--- src/rtl/fifo_mux_out_pkg.sv ---
// Shared widths, thresholds and the status-flag payload for the mux-output FIFO.
// Imported by the FIFO, its storage sub-module, its interface and the bench so
// every party agrees on word width, depth and flag thresholds.
package fifo_mux_out_pkg;

    localparam int unsigned DEF_DATA_WIDTH      = 8;
    localparam int unsigned DEF_ADDR_WIDTH      = 2;
    localparam int unsigned DEF_ALMOST_FULL_TH  = 3;
    localparam int unsigned DEF_ALMOST_EMPTY_TH = 1;

    // Registered status flags, grouped so they reset and update as one word.
    typedef struct packed {
        logic fifo_full;
        logic fifo_empty;
        logic almost_full;
        logic almost_empty;
        logic overflow_err;
        logic underflow_err;
    } fifo_status_t;

    localparam fifo_status_t STATUS_RST = '{
        fifo_full:     1'b0,
        fifo_empty:    1'b1,
        almost_full:   1'b0,
        almost_empty:  1'b1,
        overflow_err:  1'b0,
        underflow_err: 1'b0
    };

endpackage

--- src/rtl/fifo_mux_out_if.sv ---
// Handshake/data bundle between the mux, the FIFO and the downstream consumer.
//   master : drives data_in/valid_in (from mux) and pop (from consumer)
//   slave  : the FIFO; returns data_out/valid_out and all status flags
interface fifo_mux_out_if
    import fifo_mux_out_pkg::*;
#(
    parameter int unsigned DATA_WIDTH = DEF_DATA_WIDTH
);

    logic [DATA_WIDTH-1:0] data_in;
    logic                  valid_in;
    logic                  pop;
    logic [DATA_WIDTH-1:0] data_out;
    logic                  valid_out;
    logic                  fifo_full;
    logic                  fifo_empty;
    logic                  almost_full;
    logic                  almost_empty;
    logic                  overflow_err;
    logic                  underflow_err;

    modport master (
        output data_in, valid_in, pop,
        input  data_out, valid_out, fifo_full, fifo_empty,
               almost_full, almost_empty, overflow_err, underflow_err
    );

    modport slave (
        input  data_in, valid_in, pop,
        output data_out, valid_out, fifo_full, fifo_empty,
               almost_full, almost_empty, overflow_err, underflow_err
    );

endinterface

--- src/rtl/fifo_mux_out_mem.sv ---
// Register-array storage for the FIFO: one synchronous write port and one
// asynchronous read port. Contents are deliberately not reset.
//   clk     : write clock
//   wr_en_i, wr_addr_i, wr_data_i : write port
//   rd_addr_i, rd_data_o          : combinational read port
module fifo_mux_out_mem
    import fifo_mux_out_pkg::*;
#(
    parameter int unsigned DATA_WIDTH = DEF_DATA_WIDTH,
    parameter int unsigned ADDR_WIDTH = DEF_ADDR_WIDTH
) (
    input  logic                  clk,
    input  logic                  wr_en_i,
    input  logic [ADDR_WIDTH-1:0] wr_addr_i,
    input  logic [DATA_WIDTH-1:0] wr_data_i,
    input  logic [ADDR_WIDTH-1:0] rd_addr_i,
    output logic [DATA_WIDTH-1:0] rd_data_o
);

    localparam int unsigned DEPTH = 1 << ADDR_WIDTH;

    logic [DATA_WIDTH-1:0] mem_q [DEPTH];

    // Write port
    always_ff @(posedge clk) begin
        if (wr_en_i) begin
            mem_q[wr_addr_i] <= wr_data_i;
        end
    end

    // Read port
    assign rd_data_o = mem_q[rd_addr_i];

endmodule

--- src/rtl/fifo_mux_out.sv ---
// Synchronous FIFO buffering the 2:1 mux output beats for a pop-driven consumer.
// Provides full/empty, programmable almost-full/almost-empty and sticky
// overflow/underflow error flags.
//   clk   : system clock, rising edge
//   reset : asynchronous, active-high
//   bus   : slave side of fifo_mux_out_if (push/pop in, data/flags out)
module fifo_mux_out
    import fifo_mux_out_pkg::*;
#(
    parameter int unsigned DATA_WIDTH      = DEF_DATA_WIDTH,
    parameter int unsigned ADDR_WIDTH      = DEF_ADDR_WIDTH,
    parameter int unsigned ALMOST_FULL_TH  = DEF_ALMOST_FULL_TH,
    parameter int unsigned ALMOST_EMPTY_TH = DEF_ALMOST_EMPTY_TH
) (
    input  logic          clk,
    input  logic          reset,
    fifo_mux_out_if.slave bus
);

    localparam int unsigned DEPTH     = 1 << ADDR_WIDTH;
    localparam int unsigned CNT_WIDTH = ADDR_WIDTH + 1;

    logic [ADDR_WIDTH-1:0] wr_ptr_q, wr_ptr_d;
    logic [ADDR_WIDTH-1:0] rd_ptr_q, rd_ptr_d;
    logic [CNT_WIDTH-1:0]  count_q,  count_d;
    logic [DATA_WIDTH-1:0] data_out_q, data_out_d;
    logic                  valid_out_q, valid_out_d;
    fifo_status_t          status_q, status_d;

    logic                  push_ok;
    logic                  pop_ok;
    logic [DATA_WIDTH-1:0] rd_data;

    // Acceptance is judged on the registered flags, i.e. the pre-edge count.
    assign push_ok = bus.valid_in & ~status_q.fifo_full;
    assign pop_ok  = bus.pop      & ~status_q.fifo_empty;

    fifo_mux_out_mem #(
        .DATA_WIDTH (DATA_WIDTH),
        .ADDR_WIDTH (ADDR_WIDTH)
    ) u_mem (
        .clk       (clk),
        .wr_en_i   (push_ok),
        .wr_addr_i (wr_ptr_q),
        .wr_data_i (bus.data_in),
        .rd_addr_i (rd_ptr_q),
        .rd_data_o (rd_data)
    );

    // Next-state: pointers, occupancy, read register and flags
    always_comb begin
        wr_ptr_d    = wr_ptr_q;
        rd_ptr_d    = rd_ptr_q;
        count_d     = count_q;
        data_out_d  = data_out_q;
        valid_out_d = 1'b0;
        status_d    = status_q;

        if (push_ok) begin
            wr_ptr_d = wr_ptr_q + ADDR_WIDTH'(1);
        end

        if (pop_ok) begin
            rd_ptr_d    = rd_ptr_q + ADDR_WIDTH'(1);
            data_out_d  = rd_data;
            valid_out_d = 1'b1;
        end

        case ({push_ok, pop_ok})
            2'b10:   count_d = count_q + CNT_WIDTH'(1);
            2'b01:   count_d = count_q - CNT_WIDTH'(1);
            default: count_d = count_q;
        endcase

        // Flags are decoded from the next count so they are valid from the
        // cycle after the causing edge, exactly like a decode of count_q.
        status_d.fifo_full     = (count_d == CNT_WIDTH'(DEPTH));
        status_d.fifo_empty    = (count_d == '0);
        status_d.almost_full   = (count_d >= CNT_WIDTH'(ALMOST_FULL_TH));
        status_d.almost_empty  = (count_d <= CNT_WIDTH'(ALMOST_EMPTY_TH));
        status_d.overflow_err  = status_q.overflow_err  | (bus.valid_in & status_q.fifo_full);
        status_d.underflow_err = status_q.underflow_err | (bus.pop & status_q.fifo_empty);
    end

    // State registers
    always_ff @(posedge clk or posedge reset) begin
        if (reset) begin
            wr_ptr_q    <= '0;
            rd_ptr_q    <= '0;
            count_q     <= '0;
            data_out_q  <= '0;
            valid_out_q <= 1'b0;
            status_q    <= STATUS_RST;
        end else begin
            wr_ptr_q    <= wr_ptr_d;
            rd_ptr_q    <= rd_ptr_d;
            count_q     <= count_d;
            data_out_q  <= data_out_d;
            valid_out_q <= valid_out_d;
            status_q    <= status_d;
        end
    end

    assign bus.data_out      = data_out_q;
    assign bus.valid_out     = valid_out_q;
    assign bus.fifo_full     = status_q.fifo_full;
    assign bus.fifo_empty    = status_q.fifo_empty;
    assign bus.almost_full   = status_q.almost_full;
    assign bus.almost_empty  = status_q.almost_empty;
    assign bus.overflow_err  = status_q.overflow_err;
    assign bus.underflow_err = status_q.underflow_err;

endmodule

--- src/flat_wrapper.sv ---
// flat-port wrapper written by rule: the top's interface ports become plain ports
module fifo_mux_out_flat import fifo_mux_out_pkg::*;
#(
    parameter int unsigned DATA_WIDTH      = DEF_DATA_WIDTH,
    parameter int unsigned ADDR_WIDTH      = DEF_ADDR_WIDTH,
    parameter int unsigned ALMOST_FULL_TH  = DEF_ALMOST_FULL_TH,
    parameter int unsigned ALMOST_EMPTY_TH = DEF_ALMOST_EMPTY_TH
)
  (clk, reset, bus_data_in, bus_valid_in, bus_pop, bus_data_out, bus_valid_out, bus_fifo_full, bus_fifo_empty, bus_almost_full, bus_almost_empty, bus_overflow_err, bus_underflow_err);
  fifo_mux_out_if #(.DATA_WIDTH(DATA_WIDTH)) bus_i ();
  input  logic clk;
  input  logic reset;
  input wire logic [$bits(bus_i.data_in)-1:0] bus_data_in;
  input wire logic [$bits(bus_i.valid_in)-1:0] bus_valid_in;
  input wire logic [$bits(bus_i.pop)-1:0] bus_pop;
  output wire logic [$bits(bus_i.data_out)-1:0] bus_data_out;
  output wire logic [$bits(bus_i.valid_out)-1:0] bus_valid_out;
  output wire logic [$bits(bus_i.fifo_full)-1:0] bus_fifo_full;
  output wire logic [$bits(bus_i.fifo_empty)-1:0] bus_fifo_empty;
  output wire logic [$bits(bus_i.almost_full)-1:0] bus_almost_full;
  output wire logic [$bits(bus_i.almost_empty)-1:0] bus_almost_empty;
  output wire logic [$bits(bus_i.overflow_err)-1:0] bus_overflow_err;
  output wire logic [$bits(bus_i.underflow_err)-1:0] bus_underflow_err;
  assign bus_i.data_in = bus_data_in;
  assign bus_i.valid_in = bus_valid_in;
  assign bus_i.pop = bus_pop;
  assign bus_data_out = bus_i.data_out;
  assign bus_valid_out = bus_i.valid_out;
  assign bus_fifo_full = bus_i.fifo_full;
  assign bus_fifo_empty = bus_i.fifo_empty;
  assign bus_almost_full = bus_i.almost_full;
  assign bus_almost_empty = bus_i.almost_empty;
  assign bus_overflow_err = bus_i.overflow_err;
  assign bus_underflow_err = bus_i.underflow_err;
  fifo_mux_out #(.DATA_WIDTH(DATA_WIDTH), .ADDR_WIDTH(ADDR_WIDTH), .ALMOST_FULL_TH(ALMOST_FULL_TH), .ALMOST_EMPTY_TH(ALMOST_EMPTY_TH)) u_core (.clk(clk), .reset(reset), .bus(bus_i));
endmodule
--- config.mk ---
export PLATFORM = sky130hd
export DESIGN_NAME = fifo_mux_out_flat
export DESIGN_NICKNAME = d
export VERILOG_FILES = /design/src/rtl/fifo_mux_out_pkg.sv /design/src/rtl/fifo_mux_out_if.sv /design/src/rtl/fifo_mux_out_mem.sv /design/src/rtl/fifo_mux_out.sv /design/src/flat_wrapper.sv
export SDC_FILE = /design/constraint.sdc
export NUM_CORES = 1
export LEC_CHECK = 0
export ABC_AREA = 1
export CAP_MARGIN = 20
export CORE_MARGIN = 5
export CORE_UTILIZATION = 59
export CTS_BUF_LIST = sky130_fd_sc_hd__clkbuf_16
export CTS_CLUSTER_SIZE = 24
export DETAILED_ROUTE_END_ITERATION = 16
export PLACE_DENSITY = 0.83
export RECOVER_POWER = 50
export SYNTH_ARGS = -nofsm -noshare
export SYNTH_HDL_FRONTEND = slang
export SYNTH_SLANG_ARGS = --single-unit
--- constraint.sdc ---
create_clock -name clk -period 4.6 [get_ports clk]
set_input_delay 0.46 -clock clk [delete_from_list [all_inputs] [get_ports clk]]
set_output_delay 0.46 -clock clk [all_outputs]
set_load 0.005 [all_outputs]
==> flow_summary.yaml <==
routing:
  routed-via-count: 1505
  drtIter0Drc: 95
  vias_per_cell: 4.934
  drcViolationCount: 0
  final_antenna_net_count: 0
  drt_wl_total_mm: 4.046
  drt-wirelength-per-cell_um: 13.27
  first_pass_iters: 4
logic_synthesis:
  synth.top_cell.area_share_pct: 40.76
  yosysSeqAreaShare_pct: 64.23
  postSynthRegisterBits: 54
  avgSynthCellArea_um2: 10.48
  yosysMostFrequentCell: "nand2_1"
  yosys-top-cells-area: "edfxtp_1, dfrtp_1, nand2_1, inv_1, nand3_1"
  syn_nets: 243
  synth_edf_count: 32
  syn_inst: 225
  postSynth.asyncResetShare_pct: 40.74
  synth_cell_type_count: 24
  yosysTopAreaCell: "edfxtp_1"
  synth_common_cells: "nand2_1, inv_1, edfxtp_1, dfrtp_1, nand3_1"
  yosysWarnings: 0
  synthesis.area_mm2: 0.002357
  ys.flop_type: "edfxtp_1"
power_and_ir_drop:
  finalPower_mw: 1.728
  pwr_density_cell_mw_per_mm2: 619.3
  p_leak_nw: 1.314
  vdd_drop_max_mv: 0.3954
finish:
  area_growth_syn_to_layout_pct: 18.37
  fillers: 257
  multiInputGateArea_um2: 601.8
  nets: 272
  antennaDiodeCount: 0
  drive_above_1_share_pct: 10.20
  final-seq-area_mm2: 0.001514
worst_hold_path:
  hold_path.class: "reg2reg"
  holdPathStages: 1
place:
  place.detailed.hpwl_mm: 2.694
  gpl.final_weighted_congestion: 0.7304
  port-buffer-count: 26
global_routing:
  grt-ovfl-total: 0
  grt_usage_pct: 16.96
  grt_pass1_vias: 1478
  grt_max_degree: 23
  grt_pass1_wl_mm: 6.706
  antenna_found_initial: 0
worst_setup_path:
  worstSetupStartpointType: "input pin"
  r2r-end: "u_core.bus.fifo_empty"
  cp_data_arrival_time_ns: 2.74
  reg2regPathDepth: 9
  endpoint: "u_core.bus.fifo_empty"
  worstSetupStartpoint: "bus_pop"
  reg2reg_from: "u_core.bus.fifo_empty"
  end_kind: "flip-flop"
  crit_required_ns: 4.82
  cp_max_fo: 13
  path_class: "in2reg"
  r2r_slack_ns: 2.38
clocking:
  clkTransAtPathRegs_ns: 0.07
  cts_resized: 0
  cts_tree: "yes"
  cts_max_path_buffers: 2
  htree_levels: 2
  root_buffer: "clkbuf_16"
  clk_latency_ns: 0.29
  post_cts_buffers: 0
  hold_buffers: 0
  cts-buffers-inserted: 5
  cts_sinks: 54
timing:
  setup_violations: 0
  relSlewSlack_pct: 46.09
  hold_viol: 0
  fin_hold_ws_ns: 0.4633
  rsz0062_at_grt: "no"
  finalSetupTns_ns: 0
  finalCritPeriodShare_pct: 54.83
  worstMarginPinSlew_ns: 0.8078
  max_freq_mhz: 396.5
  clock_skew_ns: 0.005930
  slew_violations: 0
  min_period_ns: 2.522
run_status:
  status: "finished clean"
job:
  maxCapViolations: 0
die:
  ios: 27
  die_h_um: 73.21
  core-area_mm2: 0.003943
  die-area_mm2: 0.005360
  placementRows: 23
  start_util_pct: 59.79
  die_x_um: 73.21
==> power breakdown <==
group | internal (mW) | leakage (nW) | switching (mW)
combinational | 0.244 | 0.683 | 0.334
sequential | 0.664 | 0.550 | 0.0998
clock | 0.231 | 0.0808 | 0.155
==> cells by family after synthesis <==
group | count (synthesis) | share of synthesized area, %
compound gates | 5 | 1.592
fa+ha+maj | 6 | 3.503
simple gates | 100 | 18.58
xor+xnor | 5 | 1.858
flops | 54 | 64.22
buf+inv | 55 | 10.24
==> final cells by class <==
cell class | count | area share, %
sequential | 54 | 54.26
multi-input combinational | 116 | 21.57
timing repair buffer | 27 | 9.462
inverter | 50 | 6.816
clock buffer | 6 | 5.381
tap | 50 | 2.242
clock inverter | 2 | 0.2691
==> state kept, by name, indices dropped and copies added (netlist names), 2 cells and up <==
signal and flops:
u_core.bus.data_out 8, u_core.count_q 3, u_core.rd_ptr_q 2, u_core.u_mem.mem_q 32
u_core.wr_ptr_q 2
==> critical path: stages <==
cell and delay (ns):
dlygate4sd3_1 0.54, inv_1 0.04, nor2_1 0.07, clkbuf_1 0.44
ha_1 0.31, fa_1 0.42, inv_1 0.07, o21ai_2 0.08
inv_1 0.07, nand2_1 0.08, nor2_1 0.15
==> per-layer routing <==
metal	vias to the layer above	track usage [%]	share of wire (%)	wire length, um
met5	-	0	0	0
met4	0	5.943	1.4	57
met3	7	4.270	5.4	217
met2	43	29.69	54	2187
met1	707	20.15	39	1583
li1	748	-	-	-
==> how the worst min path moves through the flow <==
stage / from / endpoint / slack, ns
finish: u_core.bus.underflow_err / u_core.bus.underflow_err / 0.46
global route: u_core.bus.underflow_err / u_core.bus.underflow_err / 0.49
CTS: u_core.bus.underflow_err / u_core.bus.underflow_err / 0.47
detailed placement: u_core.bus.underflow_err / u_core.bus.underflow_err / 0.45
global placement: u_core.bus.underflow_err / u_core.bus.underflow_err / 0.44
floorplan: reset / u_core.bus.almost_full / 0.45
==> stage by stage <==
stage / std cells / util (%) / setup slack, ns / cell area, um2
2_1_floorplan: 225 / - / 2.703 / 2357
3_3_place_gp: 297 / 66.87 / 2.241 / 2636
3_5_place_dp: 297 / 66.87 / 2.183 / 2636
4_1_cts: 305 / 70.87 / 2.425 / 2794
5_1_grt: 305 / 70.77 / 1.907 / 2790
6_report: 305 / 70.77 / 2.078 / 2790
==> layout by cell type, fill, tap and decap left out, types with 5 or more instances in the layout <==
master,count
clkbuf_16,6
nand2_2,11
inv_1,48
dfrtp_1,20
nand2_1,62
ha_1,5
nor2_1,8
clkdlybuf4s50_1,15
nand3_1,16
edfxtp_1,32
dlygate4sd3_1,11
Note: power is estimated with default switching activity, not from simulation.
